**config.mk**
```make
export PLATFORM = sky130hd
export DESIGN_NAME = gate_bank_tester
export DESIGN_NICKNAME = d
export VERILOG_FILES = /design/src/rtl/gate_bank_pkg.sv /design/src/rtl/gate_bank_expect.sv /design/src/rtl/gate_bank_tester.sv
export SDC_FILE = /design/constraint.sdc
export NUM_CORES = 1
export LEC_CHECK = 0
export BUFFER_PORTS_ARGS = -buffer_cell sky130_fd_sc_hd__buf_4
export CAP_MARGIN = 20
export CORE_MARGIN = 2
export CORE_UTILIZATION = 55
export DETAILED_ROUTE_END_ITERATION = 7
export PLACE_DENSITY = 0.79
export SYNTH_ARGS = -nofsm -noshare
export SYNTH_HDL_FRONTEND = slang
export SYNTH_SLANG_ARGS = --single-unit
```
**constraint.sdc**
```tcl
create_clock -name clk -period 3.2 [get_ports clk]
set_input_delay 0.48 -clock clk [delete_from_list [all_inputs] [get_ports clk]]
set_output_delay 0.48 -clock clk [all_outputs]
set_load 0.01 [all_outputs]
```
**src/rtl/gate_bank_pkg.sv**
```systemverilog
// Shared definitions for the gate bank self-test: output bit map, FSM encodings
// and the golden truth function used by both the tester and its testbench.
package gate_bank_pkg;

    localparam int AND_B  = 0;
    localparam int OR_B   = 1;
    localparam int XOR_B  = 2;
    localparam int XNOR_B = 3;
    localparam int NAND_B = 4;
    localparam int NOR_B  = 5;
    localparam int NOTA_B = 6;
    localparam int NOTB_B = 7;

    localparam int NUM_VEC = 4;

    typedef logic [1:0] state_t;
    localparam state_t ST_IDLE = 2'd0;
    localparam state_t ST_RUN  = 2'd1;
    localparam state_t ST_DONE = 2'd2;

    // vec = {a,b}; a is the MSB
    function automatic logic [7:0] expect_vec(input logic [1:0] vec);
        logic a;
        logic b;
        logic [7:0] e;
        a = vec[1];
        b = vec[0];
        e         = '0;
        e[AND_B]  = a & b;
        e[OR_B]   = a | b;
        e[XOR_B]  = a ^ b;
        e[XNOR_B] = ~(a ^ b);
        e[NAND_B] = ~(a & b);
        e[NOR_B]  = ~(a | b);
        e[NOTA_B] = ~a;
        e[NOTB_B] = ~b;
        return e;
    endfunction

endpackage

```
**src/rtl/gate_bank_expect.sv**
```systemverilog
// Combinational golden model: expected gate bank outputs for a {a,b} vector.
module gate_bank_expect
    import gate_bank_pkg::*;
(
    input  logic [1:0] vec,
    output logic [7:0] expected
);

    assign expected = expect_vec(vec);

endmodule

```
**src/rtl/gate_bank_tester.sv**
```systemverilog
// Self-test sequencer: sweeps {ain,bin} through 00..11, holds each vector for
// SETTLE cycles, samples obs on the last edge and accumulates mismatch results.
//
// state   | meaning
// IDLE    | waiting for start; stimulus parked at 00, results held
// RUN     | sweeping vectors; sample on settle terminal count
// DONE    | one-cycle done pulse, pass valid; returns to IDLE
module gate_bank_tester
    import gate_bank_pkg::*;
#(
    parameter int SETTLE = 2,
    parameter int LOOPS  = 1
) (
    input  logic       clk,
    input  logic       rst,
    input  logic       start,
    input  logic [7:0] obs,
    output logic       ain,
    output logic       bin,
    output logic       busy,
    output logic       done,
    output logic       pass,
    output logic [7:0] err_mask,
    output logic [7:0] fail_cnt,
    output logic [1:0] first_fail,
    output logic       first_fail_vld
);

    localparam logic [7:0] SETTLE_LOAD = 8'(SETTLE - 1);
    localparam logic [3:0] LAST_LOOP   = 4'(LOOPS - 1);

    state_t     state;
    logic [1:0] vec;
    logic [3:0] loop_cnt;
    logic [7:0] settle_cnt;
    logic [7:0] expected;
    logic [7:0] mm;

    gate_bank_expect u_expect (
        .vec      (vec),
        .expected (expected)
    );

    assign mm   = obs ^ expected;
    assign ain  = vec[1];
    assign bin  = vec[0];
    assign busy = (state == ST_RUN);
    assign done = (state == ST_DONE);

    always_ff @(posedge clk) begin
        if (rst) begin
            state          <= ST_IDLE;
            vec            <= 2'd0;
            loop_cnt       <= 4'd0;
            settle_cnt     <= SETTLE_LOAD;
            pass           <= 1'b0;
            err_mask       <= 8'd0;
            fail_cnt       <= 8'd0;
            first_fail     <= 2'd0;
            first_fail_vld <= 1'b0;
        end else begin
            case (state)
                ST_IDLE: begin
                    vec        <= 2'd0;
                    loop_cnt   <= 4'd0;
                    settle_cnt <= SETTLE_LOAD;
                    if (start) begin
                        state          <= ST_RUN;
                        pass           <= 1'b0;
                        err_mask       <= 8'd0;
                        fail_cnt       <= 8'd0;
                        first_fail     <= 2'd0;
                        first_fail_vld <= 1'b0;
                    end
                end
                ST_RUN: begin
                    if (settle_cnt != 8'd0) begin
                        settle_cnt <= settle_cnt - 8'd1;
                    end else begin
                        err_mask <= err_mask | mm;
                        if (mm != 8'd0) begin
                            if (fail_cnt != 8'hFF) fail_cnt <= fail_cnt + 8'd1;
                            if (!first_fail_vld) begin
                                first_fail     <= vec;
                                first_fail_vld <= 1'b1;
                            end
                        end
                        // wraps 11 -> 00, which also parks the stimulus for DONE
                        vec        <= vec + 2'd1;
                        settle_cnt <= SETTLE_LOAD;
                        if (vec == 2'(NUM_VEC - 1)) begin
                            if (loop_cnt == LAST_LOOP) begin
                                state <= ST_DONE;
                                pass  <= ((err_mask | mm) == 8'd0);
                            end else begin
                                loop_cnt <= loop_cnt + 4'd1;
                            end
                        end
                    end
                end
                ST_DONE: state <= ST_IDLE;
                default: state <= ST_IDLE;
            endcase
        end
    end

endmodule
```
Word level (Yosys, flattened, before mapping)
Index checks and enable logic that the tools add are counted.

Output and inout port bits: 24. Register bits: 36. Input port bits: 11.

Bitwise operators: 10. Mux-type cells: 33. Equality and inequality tests: 12. Reduce and logical (&&, ||, !) cells: 14. Add/subtract/negate cells: 4.

Operators with widths (count): two-way mux 8 bit (6); one-hot mux 8 bit (2 select lines) (3); two-way mux 2 bit (9); nonzero test 8 bit (2); AND reduction 5 bit (3); two-way mux 4 bit (3); one-hot mux 2 bit (2 select lines) (3); AND reduction 4 bit (3); adder 8 x 1 -> 8 bit, second input constant (1); logical NOT 8 bit (1); != test 2 x 1 -> 1 bit, second input constant (4); != test 2 bit, second input constant (4); != test 8 bit, second input constant (1); bitwise OR 8 bit (1); one-hot mux 4 bit (2 select lines) (1); subtractor 8 x 1 -> 8 bit, second input constant (1); XOR 8 bit (1); two-way mux 1 bit (6); NOT 1 bit (5); adder 4 x 1 -> 4 bit, second input constant (1); == test 2 bit, second input constant (2); logical NOT 4 bit (1); one-hot mux 1 bit (2 select lines) (2); AND reduction 3 bit (1); other kinds (8) (8).

Logic depth before layout (Yosys ltp)
Depth after elaboration: 9. Mapped depth: 8.

Hierarchy
A second synthesis with hierarchy kept.

Cells, all modules: 237. Area, all modules: 2014.4 um^2.

By module, submodules not included: gate_bank_tester (cells an instance 228, area an instance 1945.6 um^2, instances 1); gate_bank_expect (cells an instance 9, area an instance 68.8 um^2, instances 1).

Worst setup path before layout
No wires, ideal clock.

Kind: flip-flop to flip-flop. Start point: reg vec[0]. End point: reg fail_cnt[7]. Required time: 3070 ps. Arrival: 2214 ps. Slack: 856 ps. Library setup time: 130 ps. Stages on the path, launching flop included: 8. Cells stage by stage: dfxtp_1 inv_1 ha_1 or3b_2 a211o_1 o211ai_1 or3_1 o211ai_1.

Longest elaborated chain between the ends: 6.

Ends and longest elaborated chain: start, declared (RTL line gate_bank_tester.sv:33) `logic [1:0] vec;`; start signal, assigned (RTL line gate_bank_tester.sv:89) `vec <= vec + 2'd1;`; XOR 1 bit (tied with other cells) (RTL line gate_bank_pkg.sv:31, gate_bank_pkg.sv:32); NOT 1 bit (on tied branches) (RTL line gate_bank_pkg.sv:32, gate_bank_pkg.sv:33, gate_bank_pkg.sv:34); XOR 8 bit * (RTL line gate_bank_tester.sv:44) `assign mm = obs ^ expected;`; nonzero test 8 bit * (RTL line gate_bank_tester.sv:81) `if (mm != 8'd0) begin`; != test 2 x 1 -> 1 bit (no source line) *; AND reduction 5 bit (no source line) *; end signal, assigned (RTL line gate_bank_tester.sv:82) `if (fail_cnt != 8'hFF) fail_cnt <= fail_cnt + 8'd1;`; end, declared (RTL line gate_bank_tester.sv:24) `output logic [7:0] fail_cnt,`.

Every way passes the cells marked *; elsewhere a longest branch is shown, timed or not. A chain may end at the register's enable or synchronous reset.

Final worst setup path
Same ends and word-level chain as after synthesis.

==> impl_metrics.toml <==
[final_layout]
register_area_um2 = 721
area_growth_pct = 18.9
drive_gt1_share_pct = 19.5
multi_input_area_mm2 = 0.00108
fillers = 314
diodes = 0
fin_area_mm2 = 0.00224
final_cell_mix = "dfxtp_1 (36), buf_4 (35), nor2_1 (33), inv_1 (15)"
nNetsFinal = 279
layout_commonest_cell = "dfxtp_1"

[worst_setup_path]
endpoint_kind = "flip-flop"
reg2reg_from = "vec[0]"
max_stage_delay_ns = 0.49
critical_path_arrival_ns = 2.83
cp_max_fo = 7
r2r-end = "fail_cnt[7]"
slowest_stage = "or3b_2"
critical_path_class = "reg -> reg"
r2r_cells = 7
cp_common_cell = "o211ai_1"
required_ns = 3.43
critical_path_buf_inv_count = 1
worstPathCellList = "inv_1 > ha_1 > or3b_2 > a211o_1 > o211ai_1 > or3_1 > o211ai_1"
rrSetupSlack_ns = 0.60
cp-start-kind = "flip-flop"
cpLargestDelayFamily = "compound AO/OA/AOI/OAI gates"
startpoint = "vec[0]"

[place]
portBuffers = 34
place_congestion = 0.830
place_area_mm2 = 0.00218
dp_hpwl_um = 3130
pre_cts_slack_ns = 0.660

[sta]
hold_violations = 0
fin_crit_sh_pct = 81.2
maxSlewHeadroom_pct = 55.9
setup_violations = 0
drv_slew = 0
hold_ws_ns = 0.429
tightest_slew_ns = 0.656
rsz0062_at_grt = "false"
fin_skew_ns = 0.00844
fmax_ghz = 0.385
min_period_ns = 2.60
setup_tns_ns = 0
layout_setup_ws_ns = 0.602

[floorplanning]
rows = 21
start_util_pct = 56.9
die_y_um = 62.5
die-area_mm2 = 0.00391
io_pins = 35
dieWidth_um = 62.5
coreArea_mm2 = 0.00331

[route]
vias_per_cell = 5.78
drtIter0Drc = 79
ant_nets = 0
drt-total-wl_um = 4270
vias = 1779
drt_pre_antenna_iters = 4
drc_errors = 0
wl_per_cell_um = 13.9

[clocking]
cts-root-buf = "clkbuf_4"
h-tree-depth = 2
cts_tree = "built"
holdBufCountCts = 0
cts_sinks = 36
clockBufferDepth = 2
postCtsResizedCells = 0
clk_latency_ns = 0.35
post-cts-setup-buffers = 0
clkTransAtPathRegs_ns = 0.11
cts_buffers = 5

[pwr]
power_density_mw_per_mm2 = 370
leakage_nw = 0.902
peakVddDrop_mv = 0.278
total_power_w = 0.000829

[synthesis]
synth-seq-cells = 36
syn-num-nets = 244
synth-async-reset-ratio_pct = 0
ys_seq_area_share_pct = 38.2
synth_area_mm2 = 0.00188
syn_area_per_cell_um2 = 8.34
syn-instance-count = 226
synth_flop_cell = "dfxtp_1"
synthDistinctLibCells = 50
synth_warnings = 0
synth_edf_count = 0

[worst_hold_path]
min_to = "state[0]"
min_path_type = "in -> reg"
min_from = "start"
hold_depth = 3

[global_routing]
grt_max_degree = 27
grt_first_pass_wirelength_um = 7310
grt_pass1_vias = 1664
grt_overflow = 0
antenna_found_initial = 0
gr-usage-all-layers_pct = 23.2

[run]
max-cap-violations = 0

[outcome]
status = "finished clean"
stage by stage:
| stage | instances | utilization, % |
|---|---|---|
| CTS | 308 | 67.6 |
| finish | 308 | 67.6 |
| detailed placement | 300 | 65.8 |
| global placement | 300 | 65.8 |
| floorplan | 226 | - |
| global route | 308 | 67.6 |
final cells by class:
class,count,share of cell area (%)
Multi-Input combinational cell,167,48.1
Sequential cell,36,32.2
Timing Repair Buffer,35,11.7
Inverter,16,2.68
Tap cell,46,2.57
Clock buffer,6,2.29
Clock inverter,2,0.447
kinds of logic after synthesis:
kind of cell,share of synthesized area (%)
AOI/OAI and AO/OA,20.6
muxes,1.66
adders and majority gates,4.65
and+or+nand+nor,26.6
buffers and inverters,4.58
xor gates and xnor gates,3.72
DFF,38.2
flip-flops by register name, summed over array words and instances, names as in the netlist, 2 cells and up:
signal,flops
loop_cnt,4
fail_cnt,8
vec,2
state,2
settle_cnt,8
first_fail,2
err_mask,8
worst min-delay path: stages:
cell and delay (ns):
buf_4 0.12, nor2_1 0.07, a2111oi_0 0.06
how the worst max path moves through the flow:
stage,to,slack [ns],cells past startpoint
2_1_floorplan,fail_cnt[7],0.86,7
3_3_place_gp,fail_cnt[7],0.74,7
3_5_place_dp,fail_cnt[7],0.66,7
4_1_cts,fail_cnt[7],0.64,7
5_1_grt,fail_cnt[1],0.47,7
6_report,fail_cnt[7],0.60,7
Yosys cell counts, drive strengths merged, types with 3 or more instances:
cell type | number | area share [%]
dfxtp | 36 | 38
nor2 | 33 | 6.6
inv | 15 | 3.0
a21oi | 13 | 3.5
nand2 | 13 | 2.6
a22oi | 8 | 3.2
clkbuf | 7 | 1.4
ha | 7 | 4.6
nor3 | 7 | 2.7
o21ai | 7 | 1.9
nand3 | 6 | 1.6
or3 | 6 | 2.0
xnor2 | 5 | 2.3
and3 | 4 | 1.3
nand2b | 4 | 1.3
o211ai | 4 | 1.6
o32ai | 4 | 1.9
or4 | 4 | 1.8
nand3b | 3 | 1.2
o311ai | 3 | 1.4
or3b | 3 | 1.4
xor2 | 3 | 1.4
routing by layer:
layer  vias up  wire length (µm)  track usage, %
met5         -                 0               0
met4         0                71            10.0
met3         8               240            5.41
met2        52              1970            38.0
met1       828              1990            29.1
li1        891                 -               -
power by group:
part	internal (W)	switching (W)	leakage, nW
Sequential	0.000455	0.00000789	0.291
Combinational	0.0000440	0.0000618	0.572
Clock	0.000105	0.000155	0.0380
Total	0.000604	0.000225	0.902
No activity file was read; power rests on OpenSTA's default activity.
